**src/rtl/uart_inst_loader.sv**
```systemverilog
// UART program loader: receives 8N1 bytes, packs them big-endian into
// 32-bit words and writes them into instruction memory until done.
// Ports: CLK, RST_N (sync, active-low), RXD (async serial in);
// WE/WADDR/WDATA (imem write), BUSY (byte in flight), DONE (loaded),
// FRAME_ERR (sticky bad stop bit).
module uart_inst_loader #(
   parameter int CLKS_PER_BIT = 868,
   parameter int ADDR_W       = 6,
   parameter int MAX_WORDS    = 44
) (
   input  logic              CLK,
   input  logic              RST_N,
   input  logic              RXD,
   output logic              WE,
   output logic [ADDR_W-1:0] WADDR,
   output logic [31:0]       WDATA,
   output logic              BUSY,
   output logic              DONE,
   output logic              FRAME_ERR
);

   localparam int CW   = $clog2(CLKS_PER_BIT);
   localparam int HALF = CLKS_PER_BIT / 2;

   localparam logic [CW-1:0] BIT_LAST  = CW'(CLKS_PER_BIT - 1);
   localparam logic [CW-1:0] HALF_LAST = CW'(HALF - 1);
   localparam logic [ADDR_W-1:0] ADDR_LAST = ADDR_W'(MAX_WORDS - 1);

   typedef enum logic [1:0] {
      S_IDLE,
      S_START,
      S_DATA,
      S_STOP
   } state_t;

   state_t state, state_nx;

   logic          rx_meta;
   logic          rxs;
   logic [CW-1:0] cnt, cnt_nx;
   logic [2:0]    bit_idx, bit_idx_nx;
   logic [7:0]    shreg, shreg_nx;
   logic [1:0]    byte_idx;
   logic [23:0]   word;
   logic          accept;
   logic          ferr_set;
   logic          last_word;

   // RX FSM: state register
   always_ff @(posedge CLK) begin
      if (!RST_N) begin
         state   <= S_IDLE;
         cnt     <= '0;
         bit_idx <= '0;
         shreg   <= '0;
      end else begin
         state   <= state_nx;
         cnt     <= cnt_nx;
         bit_idx <= bit_idx_nx;
         shreg   <= shreg_nx;
      end
   end

   // RX FSM: next state and byte-level events
   always_comb begin
      state_nx   = state;
      cnt_nx     = cnt;
      bit_idx_nx = bit_idx;
      shreg_nx   = shreg;
      accept     = 1'b0;
      ferr_set   = 1'b0;
      unique case (state)
         S_IDLE: begin
            cnt_nx     = '0;
            bit_idx_nx = '0;
            if (!rxs && !DONE)
               state_nx = S_START;
         end
         S_START: begin
            // mid-start-bit check rejects glitches
            if (cnt == HALF_LAST) begin
               cnt_nx   = '0;
               state_nx = rxs ? S_IDLE : S_DATA;
            end else begin
               cnt_nx = cnt + 1'b1;
            end
         end
         S_DATA: begin
            if (cnt == BIT_LAST) begin
               cnt_nx     = '0;
               shreg_nx   = {rxs, shreg[7:1]};
               bit_idx_nx = bit_idx + 3'd1;
               if (bit_idx == 3'd7)
                  state_nx = S_STOP;
            end else begin
               cnt_nx = cnt + 1'b1;
            end
         end
         S_STOP: begin
            if (cnt == BIT_LAST) begin
               cnt_nx   = '0;
               state_nx = S_IDLE;
               accept   = rxs;
               ferr_set = !rxs;
            end else begin
               cnt_nx = cnt + 1'b1;
            end
         end
         default: state_nx = S_IDLE;
      endcase
      // once loaded, the receiver is parked
      if (DONE)
         state_nx = S_IDLE;
   end

   assign BUSY = (state != S_IDLE);

   assign last_word = (WDATA == 32'hFFFF_FFFF) || (WADDR == ADDR_LAST);

   // synchronizer, word assembly and write port
   always_ff @(posedge CLK) begin
      if (!RST_N) begin
         rx_meta   <= 1'b1;
         rxs       <= 1'b1;
         byte_idx  <= '0;
         word      <= '0;
         WE        <= 1'b0;
         WADDR     <= '0;
         WDATA     <= '0;
         DONE      <= 1'b0;
         FRAME_ERR <= 1'b0;
      end else begin
         rx_meta <= RXD;
         rxs     <= rx_meta;
         WE      <= 1'b0;
         if (ferr_set) begin
            FRAME_ERR <= 1'b1;
            byte_idx  <= '0;
         end
         if (accept) begin
            if (byte_idx == 2'd3) begin
               WE       <= 1'b1;
               WDATA    <= {word, shreg};
               byte_idx <= '0;
            end else begin
               word     <= {word[15:0], shreg};
               byte_idx <= byte_idx + 2'd1;
            end
         end
         // termination is judged on the word just written
         if (WE) begin
            if (last_word)
               DONE <= 1'b1;
            else
               WADDR <= WADDR + 1'b1;
         end
      end
   end

endmodule

```
**config.mk**
```make
export PLATFORM = sky130hd
export DESIGN_NAME = uart_inst_loader
export DESIGN_NICKNAME = d
export VERILOG_FILES = /design/src/rtl/uart_inst_loader.sv
export SDC_FILE = /design/constraint.sdc
export NUM_CORES = 1
export LEC_CHECK = 0
export ABC_AREA = 1
export BUFFER_PORTS_ARGS = -buffer_cell sky130_fd_sc_hd__buf_2
export CELL_PAD_IN_SITES_DETAIL_PLACEMENT = 1
export CELL_PAD_IN_SITES_GLOBAL_PLACEMENT = 2
export CORE_ASPECT_RATIO = 0.75
export CORE_MARGIN = 10
export CORE_UTILIZATION = 37
export CTS_CLUSTER_DIAMETER = 60
export CTS_CLUSTER_SIZE = 40
export DETAILED_ROUTE_END_ITERATION = 6
export PLACE_DENSITY = 0.88
export SLEW_MARGIN = 30
export SYNTH_ARGS = -nofsm -noshare
export SYNTH_HDL_FRONTEND = slang
export SYNTH_SLANG_ARGS = --single-unit
```
**constraint.sdc**
```tcl
create_clock -name CLK -period 3.2 [get_ports CLK]
set_input_delay 0.64 -clock CLK [delete_from_list [all_inputs] [get_ports CLK]]
set_output_delay 0.64 -clock CLK [all_outputs]
set_load 0.005 [all_outputs]
```
==> qor.yml <==
detailed_routing:
  avgRoutedWirePerCell_um: 14.9
  drc: 0
  wl_mm: 9.31
  vias: 3073
  drt_iter0_drc: 133
  via_per_inst: 4.91
  drtAntennaViolNets: 0
  firstDrtPassIters: 5
logic_synthesis:
  synth.yosys.seq_area_share_pct: 48.8
  synth.distinct_cells: 34
  yosys.area.top_type: "dfxtp_1"
  ys_warn_count: 0
  async_flop_share_pct: 0
  syn_nets: 460
  synthTopCellsByCount: "dfxtp_1, nand2_1, a21oi_1"
  synth_flop_cell: "dfxtp_1"
  synth_cells: 451
  synth_edf_count: 0
  syn_area_um2: 3780
  synth_top_area_share_pct: 48.8
  synth_seq_cells: 92
  synth_most_common_cell: "dfxtp_1"
  ys_top_cells_by_area: "dfxtp_1, a21oi_1, o21ai_0"
  syn_avg_cell_area_um2: 8.38
grt:
  use_met3_pct: 4.01
  use_met2_pct: 21.7
  grt.overflow.total: 0
  grt_first_pass_wirelength_mm: 16.0
  grt_use_total_pct: 13.5
  busiest_layer: "met2"
  grt_max_degree: 64
  antenna_found_initial: 0
  grt_pass1_vias: 3188
  grtUsageMet1_pct: 16.6
clock_network:
  clock_sinks: 92
  clk_latency_ns: 0.34
  clkSlewWorstSetupHoldPaths_ns: 0.07
  cts_tree: "built"
  numCtsBuffers: 9
  postCtsSetupBuffers: 0
  cts-resized-gates: 0
  cts_hold_buffers: 0
  clockRootBuffer: "clkbuf_16"
  clock_path_buffers: 2
  htreeDepth: 3
setup_path:
  rr_worst_depth: 10
  crit_cells: 10
  crit_top_cell: "nor2_1"
  crit_family: "simple AND/OR/NAND/NOR gates"
  crit_slowest_cell: "nor2_8"
  max_stage_delay_ns: 0.45
  crit_chain: "ha_1 -> nand2_1 -> nor2_1 -> nand3b_1 -> nor2_2 -> nand2_2 -> nor2_8 -> inv_2 -> nor2_1 -> nor2_1"
  start_kind: "register"
  path_max_fanout: 25
  worstSetupPathType: "register to register"
  critical_path_buf_inv_count: 1
  cp.required_ns: 3.43
  cp-end-kind: "register"
  worstPathArrival_ns: 2.38
hold_path:
  holdPathStages: 1
  holdCritPathClass: "register to register"
floorplan:
  coreArea_um2: 9810
  die_h_um: 108
  ios: 45
  row_count: 31
  start_util_pct: 38.5
  die_area_um2: 14700
  die_w_um: 137
sta:
  layout_min_cycle_time_ns: 2.15
  clock_skew_ns: 0.00928
  hold_ws_ns: 0.422
  fmax_ghz: 0.465
  finalHoldViolCount: 0
  finalCritPeriodShare_pct: 67.2
  tightest_slew_ns: 0.555
  setup_tns_ns: 0
  setup_viol: 0
  slew_headroom_pct: 63.0
  rsz0062_at_grt: "false"
  drv_slew: 0
finish:
  final_nets: 498
  drive_gt1_share_pct: 21.3
  diodes: 0
  fillers: 1216
  area_delta_synth_final_pct: 15.1
power_and_ir_drop:
  peakVddDrop_v: 0.000254
  p_leak_nw: 1.77
  power_density_nw_per_um2: 527
placed_design:
  gp_congestion: 0.771
  port_buffers: 44
  dp.final_hpwl_mm: 6.67
status:
  status: "finished, final reports clean"
flow_run:
  maxCapViolations: 0
## cell type report
cell class	instances	area, um^2	area share (%)
Sequential cell	92	1840	42.4
Multi-Input combinational cell	292	1630	37.4
Clock inverter	5	60.1	1.38
Clock buffer	11	243	5.58
Timing Repair Buffer	45	228	5.24
Tap cell	132	165	3.80
Inverter	49	184	4.23
## metal layers
metal	share of wire [%]	wire (um)
met1	47	4420
met2	46	4330
met3	4.4	408
met4	1.7	155
met5	0	0
## registers in the layout, summed over array words and instances (netlist names), named ones only
signal	flops
shreg	8
cnt	10
rx_meta	1
DONE	1
rxs	1
FRAME_ERR	1
word	24
state	1
byte_idx	2
WADDR	6
WE	1
WDATA	32
bit_idx	3
## cell families after synthesis
logic type / synth area share, %
AND/OR/NAND/NOR: 18.0
XOR/XNOR: 1.85
AO/OA/AOI/OAI: 21.2
flip-flops: 48.8
buffers and inverters: 8.18
adder cells (fa/ha/maj): 1.99
## stage by stage
step / worst slack, ns / instance area (um^2) / power (mW) / utilization [%] / cells
after detailed placement: 1.03 / 4050 / 1.25 / 41.2 / 610
after global routing: 0.805 / 4350 / 2.39 / 44.3 / 626
final: 1.05 / 4350 / 2.29 / 44.3 / 626
after CTS: 1.02 / 4350 / 2.32 / 44.3 / 626
after global placement: 1.15 / 4050 / 1.25 / 41.2 / 610
after floorplan: 1.66 / 3780 / 1.23 / - / 451
## where the power goes
part / total, mW / internal, mW / switching [mW]
clock network: 1.07 / 0.629 / 0.441
registers: 1.16 / 1.15 / 0.00578
logic: 0.0667 / 0.0183 / 0.0484
total: 2.29 / 1.80 / 0.495
## worst paths after layout
path,start,slack [ns],endpoint
worst min register to register,rx_meta,0.42,rxs
worst max register to register,cnt[0],1.05,WDATA[24]
worst min-delay path,rx_meta,0.42,rxs
worst max-delay path,cnt[0],1.05,WDATA[24]
## placed cells by master (no fill, tap or decap), types with 2 or more instances in the layout
master	instances
buf_2	44
nand3_1	7
or2_2	2
clkbuf_16	9
a31oi_1	2
inv_1	46
nand4_1	12
nand2_2	3
nor2_4	3
nor3_1	5
a21oi_1	48
nor2_1	44
ha_1	6
o21ai_2	3
nand2_1	51
nor2_2	3
xor2_1	7
inv_2	3
a21oi_2	22
o21ai_1	22
nor2_8	2
o21ai_0	41
dfxtp_1	92
(Power assumes the default switching activity.)
